==> src/rtl/seq_pkg.sv <==
// Shared definitions for the one-hot sequence generator/consumer path.
// State encoding of the sequence monitor and the default vector width.
package seq_pkg;

   localparam int SEQ_WIDTH = 16;

   typedef enum logic [1:0] {
      UNLOCKED = 2'd0,
      ACQUIRE  = 2'd1,
      LOCKED   = 2'd2
   } seq_state_t;

endpackage

==> src/rtl/onehot_to_bin.sv <==
// One-hot to binary encoder with a legality flag (exactly one bit set).
// Purely combinational, no backpressure.
module onehot_to_bin
   import seq_pkg::*;
#(
   parameter int WIDTH = SEQ_WIDTH
) (
   input  logic [WIDTH-1:0]         vec,
   output logic [$clog2(WIDTH)-1:0] index,
   output logic                     legal
);

   localparam int CODE_W = $clog2(WIDTH);

   // OR of set-bit positions; only meaningful when legal is high.
   always_comb begin
      index = '0;
      for (int i = 0; i < WIDTH; i++) begin
         if (vec[i]) index = index | CODE_W'(i);
      end
   end

   assign legal = (vec != '0) && ((vec & (vec - WIDTH'(1))) == '0);

endmodule

==> src/rtl/onehot_sequence_encoder.sv <==
// Re-encodes a one-hot stream to binary and checks it steps +1 (mod WIDTH).
// Latency 1 clk; no backpressure, samples whenever in_valid is high.
module onehot_sequence_encoder
   import seq_pkg::*;
#(
   parameter int WIDTH    = SEQ_WIDTH,
   parameter int LOCK_CNT = 3,
   parameter int ERR_W    = 8
) (
   input  logic                     clk,
   input  logic                     rst_n,
   input  logic                     in_valid,
   input  logic [WIDTH-1:0]         onehot_in,
   input  logic                     clr_err,
   output logic [$clog2(WIDTH)-1:0] code,
   output logic                     code_valid,
   output logic                     onehot_err,
   output logic                     seq_err,
   output logic                     locked,
   output logic [ERR_W-1:0]         err_count
);

   localparam int CODE_W  = $clog2(WIDTH);
   localparam int MATCH_W = 4;

   seq_state_t          state;
   logic [MATCH_W-1:0]  match;
   logic [MATCH_W-1:0]  match_inc;
   logic [CODE_W-1:0]   index;
   logic [CODE_W-1:0]   expected;
   logic                legal;
   logic                seq_mis;
   logic                err_evt;

   onehot_to_bin #(.WIDTH(WIDTH)) u_enc (
      .vec   (onehot_in),
      .index (index),
      .legal (legal)
   );

   // WIDTH is a power of two, so the natural CODE_W wrap gives 15 -> 0.
   assign expected  = code + CODE_W'(1);
   assign match_inc = match + MATCH_W'(1);
   assign seq_mis   = legal && (state != UNLOCKED) && (index != expected);
   assign err_evt   = in_valid && (!legal || seq_mis);

   always_ff @(posedge clk or negedge rst_n) begin
      if (!rst_n) begin
         state      <= UNLOCKED;
         match      <= '0;
         code       <= '0;
         code_valid <= 1'b0;
         onehot_err <= 1'b0;
         seq_err    <= 1'b0;
         locked     <= 1'b0;
      end else begin
         code_valid <= 1'b0;
         onehot_err <= 1'b0;
         seq_err    <= 1'b0;
         if (in_valid) begin
            if (!legal) begin
               onehot_err <= 1'b1;
               state      <= UNLOCKED;
               locked     <= 1'b0;
               match      <= '0;
            end else begin
               code       <= index;
               code_valid <= 1'b1;
               case (state)
                  UNLOCKED: begin
                     state <= ACQUIRE;
                     match <= '0;
                  end
                  ACQUIRE: begin
                     if (seq_mis) begin
                        seq_err <= 1'b1;
                        match   <= '0;
                     end else begin
                        match <= match_inc;
                        if (match_inc == MATCH_W'(LOCK_CNT)) begin
                           state  <= LOCKED;
                           locked <= 1'b1;
                        end
                     end
                  end
                  LOCKED: begin
                     if (seq_mis) begin
                        seq_err <= 1'b1;
                        locked  <= 1'b0;
                        match   <= '0;
                        state   <= ACQUIRE;
                     end
                  end
                  default: begin
                     state  <= UNLOCKED;
                     locked <= 1'b0;
                     match  <= '0;
                  end
               endcase
            end
         end
      end
   end

   // Clear has priority over a simultaneous error.
   always_ff @(posedge clk or negedge rst_n) begin
      if (!rst_n) begin
         err_count <= '0;
      end else if (clr_err) begin
         err_count <= '0;
      end else if (err_evt && (err_count != '1)) begin
         err_count <= err_count + ERR_W'(1);
      end
   end

endmodule
==> config.mk <==
export PLATFORM = sky130hd
export DESIGN_NAME = onehot_sequence_encoder
export DESIGN_NICKNAME = d
export VERILOG_FILES = /design/src/rtl/seq_pkg.sv /design/src/rtl/onehot_to_bin.sv /design/src/rtl/onehot_sequence_encoder.sv
export SDC_FILE = /design/constraint.sdc
export NUM_CORES = 1
export LEC_CHECK = 0
export CAP_MARGIN = 20
export CORE_MARGIN = 5
export CORE_UTILIZATION = 50
export DETAILED_ROUTE_END_ITERATION = 16
export PLACE_DENSITY = 0.8
export SETUP_SLACK_MARGIN = 0.4
export SLEW_MARGIN = 20
export SYNTH_ARGS = -nofsm -noshare
export SYNTH_HDL_FRONTEND = slang
export SYNTH_HIERARCHICAL = 1
export SYNTH_SLANG_ARGS = --single-unit
==> constraint.sdc <==
create_clock -name clk -period 4.2 [get_ports clk]
set_clock_uncertainty 0.2 [all_clocks]
set_input_delay 0.84 -clock clk [delete_from_list [all_inputs] [get_ports clk]]
set_output_delay 0.84 -clock clk [all_outputs]
set_load 0.05 [all_outputs]
==> flow_metrics.tcl <==
set metrics [dict create \
    maxSlewHeadroom_pct 57.9 \
    drv_slew 0 \
    area_growth_pct 31.9 \
    ys_seq_elements 22 \
    cp_cell_sequence "clkdlybuf4s50_1 -> or4_4 -> a2111oi_0 -> nor3_1 -> nor4_4 -> buf_4 -> nand2_1 -> o21a_2 -> nand4_1 -> o311ai_1" \
    start_util_pct 53.3 \
    die_area_um2 4190 \
    grt_pass1_wl_um 5910 \
    async_reset_ff_share_pct 100 \
    wl_um 3580 \
    cts.sinks 22 \
    setup_viol 0 \
    vdd_drop_max_v 0.000140 \
    grt.total_usage_pct 17.5 \
    crit_path_start_kind "primary input" \
    crit_slowest_cell "or4_4" \
    yosysMostFrequentCell "dfrtp_1" \
    synth_nets 187 \
    overflow 0 \
    cts_buffers 3 \
    rows 19 \
    total_leakage_power_nw 0.800 \
    dieHeight_um 64.7 \
    power.density_nw_per_um2 228 \
    drt-pass1-iter-count 4 \
    cts.path.max_buffers 2 \
    fin_setup_tns_ns 0 \
    fin_nets 226 \
    coreArea_um2 2810 \
    cts_root_buffer "clkbuf_4" \
    worstSkewPairLatency_ns 0.31 \
    grt_max_degree 23 \
    drcViolationCount 0 \
    ant_nets 0 \
    post_drt_wl_per_cell_um 15.7 \
    yosys-top-cells-area "dfrtp_1 (37%), ha_1 (6.7%), xor2_1 (4.1%)" \
    r2r_slack_ns 1.72 \
    synth_top_area_cell "dfrtp_1" \
    drt_iter0_markers 94 \
    syn_inst 159 \
    final.fill_count 221 \
    synth_cell_types 49 \
    globalplace.congestion 0.909 \
    viasPerCell 6.07 \
    n_antenna_cell 0 \
    fin_crit_sh_pct 89.2 \
    ys_seq_area_share_pct 36.8 \
    register_area_um2 551 \
    yosys.area.top_type_share_pct 36.8 \
    drv_cap 0 \
    fin_crit_ns 3.75 \
    status "finished, final reports clean" \
    endpoint_kind "flip-flop" \
    path_class "primary input to flip-flop" \
    final_util_pct 70.4 \
    crit_fanout 9 \
    synth_edf_count 0 \
    antenna_found_initial 0 \
    tritoncts "done" \
    vias 1383 \
    htreeDepth 1 \
    hold_viol 0 \
    syn_avg_cell_area_um2 9.41 \
    die_x_um 64.7 \
    ys_warn_count 6 \
    rsz0062_at_grt "false" \
    synth_flop_cell "dfrtp_1" \
    drive_gt1_share_pct 13.7 \
    port_buffers 35 \
    ioPinCount 36 \
    synthTopCellsByCount "dfrtp_1 (22), nor2_1 (13), inv_1 (9), nand2_1 (9), ha_1 (8)" \
    path_clk_slew_ns 0.13 \
    worstPathRequired_ns 4.20 \
    critPathMaxStageDelay_ns 0.57 \
    max_freq_mhz 267 \
    dp_hpwl_um 2770 \
    first_global_vias 1382 \
    synth_area_um2 1500 \
    crit_arrival_ns 3.75 \
    multiInputGateArea_um2 923 \
    hold_buffers 0 \
    min_path_type "primary input to asynchronous set/reset pin" \
    worstMarginPinSlew_ns 0.615 \
]
[metrics by stage]
step / total power (W) / instances / area, µm² / worst slack [ns] / hold slack [ns]
after floorplan: 0.000250 / 159 / 1500 / 0.717 / 0.289
after global placement: 0.000285 / 223 / 1890 / 0.233 / 0.318
after detailed placement: 0.000287 / 223 / 1890 / 0.0934 / 0.343
after CTS: 0.000450 / 227 / 1940 / 0.443 / 0.377
after global routing: 0.000471 / 228 / 1970 / 0.412 / 0.290
final: 0.000450 / 228 / 1970 / 0.453 / 0.260
[registers in the layout, indices dropped and copies added, names as in the netlist]
signal	flops
code	4
code_valid	1
err_count	8
locked	1
match	4
onehot_err	1
seq_err	1
state	2
[path summary, 6_finish.rpt]
kind / startpoint / end / depth (start not counted)
setup / recovery: onehot_in[3] / state[1] / 10
hold / removal: rst_n / match[3] / 1
setup reg to reg: code[0] / match[0] / 7
hold reg to reg: locked / locked / 2
max in group asynchronous: rst_n / code[1] / 1
min in group clk: locked / locked / 2
[layer usage]
metal,part of all wire [%],GRT usage [%],vias up,wire length (µm)
li1,-,-,664,-
met1,43,21.0,660,1530
met2,50,31.0,51,1800
met3,4.9,2.25,8,177
met4,1.9,7.92,0,67
met5,0,0,-,0
[power breakdown]
part	switching (W)	internal, W	total [W]
sequential	0.00000257	0.000214	0.000217
clock	0.0000679	0.0000965	0.000164
combinational	0.0000371	0.0000311	0.0000682
total	0.000108	0.000342	0.000450
[final cells by class]
| class | instances | area share [%] |
|---|---|---|
| inverters | 9 | 1.71 |
| clock buffers | 3 | 1.14 |
| flip-flops and latches | 22 | 27.9 |
| repair buffers | 39 | 19.0 |
| multi-input cells | 123 | 46.8 |
| clock inverters | 1 | 1.52 |
| well taps | 31 | 1.96 |
[worst max-delay path: cells and delay by family]
family | cells | cell delay, ns
AO/OA/AOI/OAI | 3 | 0.91
buffers and inverters | 2 | 0.69
AND/OR/NAND/NOR | 5 | 1.29
[timing repair]
item                       CTS  global route
setup endpoints to repair    0            15
buffers inserted             0             1
resized for setup            0             5
[cell usage in the layout (no fill, tap or decap), types with 5 or more instances in the layout]
master and n:
nor3_1 6, ha_1 8, clkdlybuf4s50_1 34, xor2_1 7, nand2_1 9, o21ai_0 5
nand4_1 7, nor2_1 13, dfrtp_1 22, inv_1 9
[kinds of logic (layout without fill, tap and decap cells)]
group,count (synthesis),in the layout,share of synthesized area (%)
compound gates,29,29,13.7
xor+xnor,12,12,8.03
fa+ha+maj,9,9,7.36
buf+inv,14,52,3.68
flops,22,22,36.8
mux,7,7,5.02
simple gates,66,66,25.4
No activity file was read; power rests on OpenSTA's default activity.
